===== config.mk =====
export PLATFORM = sky130hd
export DESIGN_NAME = pc_gen
export DESIGN_NICKNAME = d
export VERILOG_FILES = /design/src/rtl/pc_gen.sv
export SDC_FILE = /design/constraint.sdc
export NUM_CORES = 1
export LEC_CHECK = 0
export BUFFER_PORTS_ARGS = -buffer_cell sky130_fd_sc_hd__clkbuf_2
export CAP_MARGIN = 20
export CORE_MARGIN = 2
export CORE_UTILIZATION = 40
export CTS_BUF_LIST = sky130_fd_sc_hd__clkbuf_2
export DETAILED_ROUTE_END_ITERATION = 8
export GPL_TIMING_DRIVEN = 0
export PLACE_DENSITY_LB_ADDON = 0.12
export REMOVE_ABC_BUFFERS = 1
export SLEW_MARGIN = 10
export SYNTH_ARGS = -nofsm -noshare
export SYNTH_HDL_FRONTEND = slang
export SYNTH_SLANG_ARGS = --single-unit

===== constraint.sdc =====
create_clock -name clk -period 11.48 [get_ports clk]
set_clock_uncertainty 0.15 [all_clocks]
set_input_delay 2.296 -clock clk [delete_from_list [all_inputs] [get_ports clk]]
set_output_delay 2.296 -clock clk [all_outputs]
set_load 0.01 [all_outputs]

===== src/rtl/pc_gen.sv =====
// rtl/pc_gen.sv - fetch-stage program-counter generator with return-address stack
// Optional misaligned-redirect trap: define PCGEN_MISALIGN_TRAP_EN.
module pc_gen #(
  parameter int unsigned      WIDTH        = 32,
  parameter int unsigned      INC          = 4,
  parameter logic [WIDTH-1:0] RESET_VECTOR = 32'h0000_0000,
  parameter logic [WIDTH-1:0] TRAP_VECTOR  = 32'h0000_0100,
  parameter int unsigned      RAS_DEPTH    = 4
) (
  input  logic             clk,
  input  logic             rst_n,
  input  logic             stall,
  input  logic             trap,
  input  logic             jalr,
  input  logic [WIDTH-1:0] jalr_base,
  input  logic [WIDTH-1:0] jalr_imm,
  input  logic             br_taken,
  input  logic [WIDTH-1:0] br_pc,
  input  logic [WIDTH-1:0] br_imm,
  input  logic             ras_push,
  input  logic [WIDTH-1:0] ras_push_addr,
  input  logic             ras_pop,
  output logic [WIDTH-1:0] pc,
  output logic [WIDTH-1:0] pc_plus,
  output logic             ras_empty,
  output logic             ras_full,
  output logic             misalign
);

  localparam int unsigned PW = $clog2(RAS_DEPTH);
  localparam int unsigned CW = PW + 1;

  logic [WIDTH-1:0] pc_q, pc_n;
  logic [WIDTH-1:0] ras_mem [RAS_DEPTH];
  logic [PW-1:0]    tp_q, tp_n, wr_idx;
  logic [CW-1:0]    cnt_q, cnt_n;
  logic             empty_q, full_q;
  logic             wr_en;
  logic             pop_ok;
  logic             redir;
  logic             bad;
  logic [WIDTH-1:0] tgt;
  logic [WIDTH-1:0] jalr_sum;

  assign pop_ok   = ras_pop && (cnt_q != '0);
  assign jalr_sum = jalr_base + jalr_imm;
  assign pc       = pc_q;
  assign pc_plus  = pc_q + WIDTH'(INC);
  assign ras_empty = empty_q;
  assign ras_full  = full_q;

  // Redirect target selection (rules below trap), then final next-PC priority
  always_comb begin
    redir = 1'b0;
    tgt   = '0;
    if (jalr) begin
      redir = 1'b1;
      tgt   = jalr_sum & ~WIDTH'(1);
    end else if (br_taken) begin
      redir = 1'b1;
      tgt   = br_pc + br_imm;
    end else if (pop_ok) begin
      redir = 1'b1;
      tgt   = ras_mem[tp_q];
    end

`ifdef PCGEN_MISALIGN_TRAP_EN
    bad = redir && ((tgt & WIDTH'(INC - 1)) != '0);
`else
    bad = 1'b0;
`endif

    if (trap || bad)  pc_n = TRAP_VECTOR;
    else if (redir)   pc_n = tgt;
    else if (stall)   pc_n = pc_q;
    else              pc_n = pc_q + WIDTH'(INC);
  end

  // RAS bookkeeping; a simultaneous push+pop replaces the top in place
  always_comb begin
    tp_n   = tp_q;
    cnt_n  = cnt_q;
    wr_en  = 1'b0;
    wr_idx = tp_q;
    if (ras_push && pop_ok) begin
      wr_en = 1'b1;
    end else if (ras_push) begin
      wr_en  = 1'b1;
      wr_idx = tp_q + PW'(1);
      tp_n   = tp_q + PW'(1);
      if (cnt_q != CW'(RAS_DEPTH)) cnt_n = cnt_q + CW'(1);
    end else if (pop_ok) begin
      tp_n  = tp_q - PW'(1);
      cnt_n = cnt_q - CW'(1);
    end
    if (trap) begin
      wr_en = 1'b0;
      tp_n  = tp_q;
      cnt_n = '0;
    end else if (bad) begin
      cnt_n = '0;
    end
  end

  always_ff @(posedge clk) begin
    if (!rst_n) begin
      pc_q    <= RESET_VECTOR;
      tp_q    <= '0;
      cnt_q   <= '0;
      empty_q <= 1'b1;
      full_q  <= 1'b0;
    end else begin
      pc_q    <= pc_n;
      tp_q    <= tp_n;
      cnt_q   <= cnt_n;
      empty_q <= (cnt_n == '0);
      full_q  <= (cnt_n == CW'(RAS_DEPTH));
    end
  end

  always_ff @(posedge clk) begin
    if (rst_n && wr_en) ras_mem[wr_idx] <= ras_push_addr;
  end

`ifdef PCGEN_MISALIGN_TRAP_EN
  logic mis_q;
  always_ff @(posedge clk) begin
    if (!rst_n) mis_q <= 1'b0;
    else        mis_q <= bad && !trap;
  end
  assign misalign = mis_q;
`else
  assign misalign = 1'b0;
`endif

endmodule

==> metrics.txt <==
Synth top cells by count=edfxtp_1 (128), a21oi_1 (98), nor2_1 (91); final hold viol count=0; CTS Root Cell=clkbuf_2; Sink Count=169; GRT Total Usage=21.7%; Residual DRC=0; crit path DAT=3.34 ns; Hold WC Path Type=reg -> reg; RD Place Congestion=0.924; cts bufs inserted=17; Mapped Area=11100 um2; slowest stage delay, CP=~0.80 ns; clk_lat worst skew=0.77 ns; Internal Power=0.921 mW; Setup crit start kind=flop; Starting Density=about two fifths; Synth async-reset ratio=0%; Post-Route WL=around 31000 um; largest net degree at the start of global routing=49; Clock transition at path regs=between 0.2 and 0.3 ns; Area contributors post-synth=edfxtp_1 (35%), ha_1 (7.6%), dfxtp_1 (7.4%); Worst EP required=9.03 ns; Avg WL per Cell=about 19 um; drt pass-1 iters=8; CTS tree=built; EDFF count, synth=128; die height=170 um; I/O pin count=235; status=completed; sequential element share of the synthesized area=42.2%; slowest cell on the critical path=or4_1; Adder-Cell Fraction of Synth Area=7.95%; combinational group share of total power=27.9%; # nets final=around 1500; antenna violations before repair=1; largest family of logic cells by synthesized area=compound AO/OA/AOI/OAI gates; via/cell ratio=~5.5; Synth Area in Simple Gates=13.4%; area leader, netlist=edfxtp_1; Mapped Cells=~1100; CP Capture Type=output port; RSZ-0062 raised after global routing=false; Setup TNS=0 ns; via count=9033; max-slew violation count=0; PwrDens=about 110 nW/um2; compound-cell area share of the yosys netlist=18.1%; share of layout cells above drive strength 1=25.6%; die area=29000 um2; Lkg Pwr=5.13 nW; cts hold-fix bufs=0; Yosys top cell area share=34.8%; post-synthesis mux area share=approximately 6.8%; Max FO, Critical Path=9; # setup viols final=0; Final period util=50.4%; most common cell in the netlist=edfxtp_1; IO buf count=~230; die width=roughly 170 um; Synth cell types=73; critical path cell sequence=ha_1, nand3_1, or4_1, nor2_8, nand3_4, nor2_1, xor2_1, clkbuf_2; min Tclk post-route=roughly 5.8 ns; Yosys warning count=0; switching portion of total power=34.9%; post-route ant nets=0; clock share of power=22.7%; Layout fillers=2571; maximum vdd drop=0.0602 mV; critical path class=reg -> out; Switch Pwr=0.493 mW; Sequential Power Share=49.4%; vias in the first global route=8787; Post CTS Setup Buffer Count=0; GR Overflow Total=0; Synth Area in XOR/XNOR=8.39%; first-pass GRT wire length=48400 um; core area=27000 um2; Post-synth top flop=edfxtp_1; # rows=60; Slew @ Worst Pin=slightly below 1 ns; # resized after CTS=0; area grow syn2layout=16.4%; Syn Area/Cell=approximately 10 um2; Post-DP HPWL=around 24000 um; flop and latch count out of synthesis=169; CTS H-tree lvls=4; Slew HR=about a third; maxcap violations=0; fmax=between 150 and 200 MHz; clk buf depth=2; Starting DRT DRC Count=between 600 and 700; hold_ws=around 0.40 ns
==> power groups by stage <==
stage	Sequential (mW)	Combinational, mW	Clock (mW)
after detailed placement	0.712	0.389	0
after CTS	0.699	0.392	0.335
final	0.699	0.394	0.322
after floorplan	0.714	0.243	0
after global placement	0.718	0.377	0
after global routing	0.702	0.435	0.356
==> cells in the final DEF, fill, tap and decap left out, types with 30 or more instances in the layout <==
cell,Yosys,final
dfxtp_1,41,39
nand2_1,77,76
xnor2_1,66,66
nand3_1,30,30
a211oi_1,37,37
nor2_1,91,88
mux4_2,32,32
ha_1,67,67
clkbuf_2,0,250
edfxtp_1,128,128
a21o_1,35,35
a21oi_1,98,97
o21ai_0,42,42
xor2_1,38,38
==> cell type report <==
type	instances	area (um2)	share of cell area, %
Timing Repair Buffer	242	1350	10.5
Clock inverter	15	169	1.31
Sequential cell	169	4670	36.3
Clock buffer	17	85.1	0.661
Multi-Input combinational cell	821	6080	47.3
Tap cell	341	427	3.32
Antenna cell	1	2.50	0.0194
Inverter	23	86.3	0.671
==> critical path: cells and delay by family (launching register included) <==
kind	cells	cell delay (ns)
XOR/XNOR	1	0.15
adder cells (fa/ha/maj)	1	0.22
buffers and inverters	1	0.15
flip-flops	1	0.50
AND/OR/NAND/NOR	5	1.55
==> path summary, 6_finish.rpt <==
kind	start	to	slack, ns	cells past startpoint
worst max-delay path	pc[2]	pc_plus[26]	5.70	8
worst min-delay path	pc[14]	pc[14]	0.40	2
worst max register to register	cnt_q[1]	ras_mem[1][11]	8.17	9
worst min register to register	pc[14]	pc[14]	0.40	2
==> state kept, by name, summed over array words and instances, names as in the netlist, named ones only <==
signal / flops
ras_mem: 128
ras_full: 1
pc: 30
cnt_q: 3
ras_empty: 1
tp_q: 2
==> kinds of logic (layout without fill, tap and decap cells) <==
group / after synthesis / count (layout)
AO/OA/AOI/OAI: 307 / 307
AND/OR/NAND/NOR: 304 / 304
flip-flops: 169 / 169
XOR/XNOR: 105 / 105
buffers and inverters: 83 / 297
adder cells (fa/ha/maj): 69 / 69
multiplexers: 35 / 35
other: 1 / 2
==> through the flow <==
| step | power, mW | utilization, % | instances | cell area (um2) | setup WS (ns) |
|---|---|---|---|---|---|
| after floorplan | 0.957 | - | 1013 | 10800 | 6.03 |
| after global placement | 1.10 | 45.8 | 1587 | 12400 | 4.14 |
| after detailed placement | 1.10 | 46.6 | 1594 | 12600 | 5.85 |
| after CTS | 1.43 | 47.5 | 1626 | 12800 | 5.60 |
| after global routing | 1.49 | 47.6 | 1629 | 12900 | 5.47 |
| final | 1.41 | 47.6 | 1629 | 12900 | 5.70 |
==> metal layers <==
layer  track usage [%]  wire [um]  part of all wire, %  vias up
met2              35.5      14200                   46      244
met1              30.3      14900                   48     4307
li1                  -          -                    -     4452
met3              3.47       1620                  5.2       30
met4              5.17        452                  1.5        0
met5                 0          0                    0        -
(Power assumes the default switching activity.)
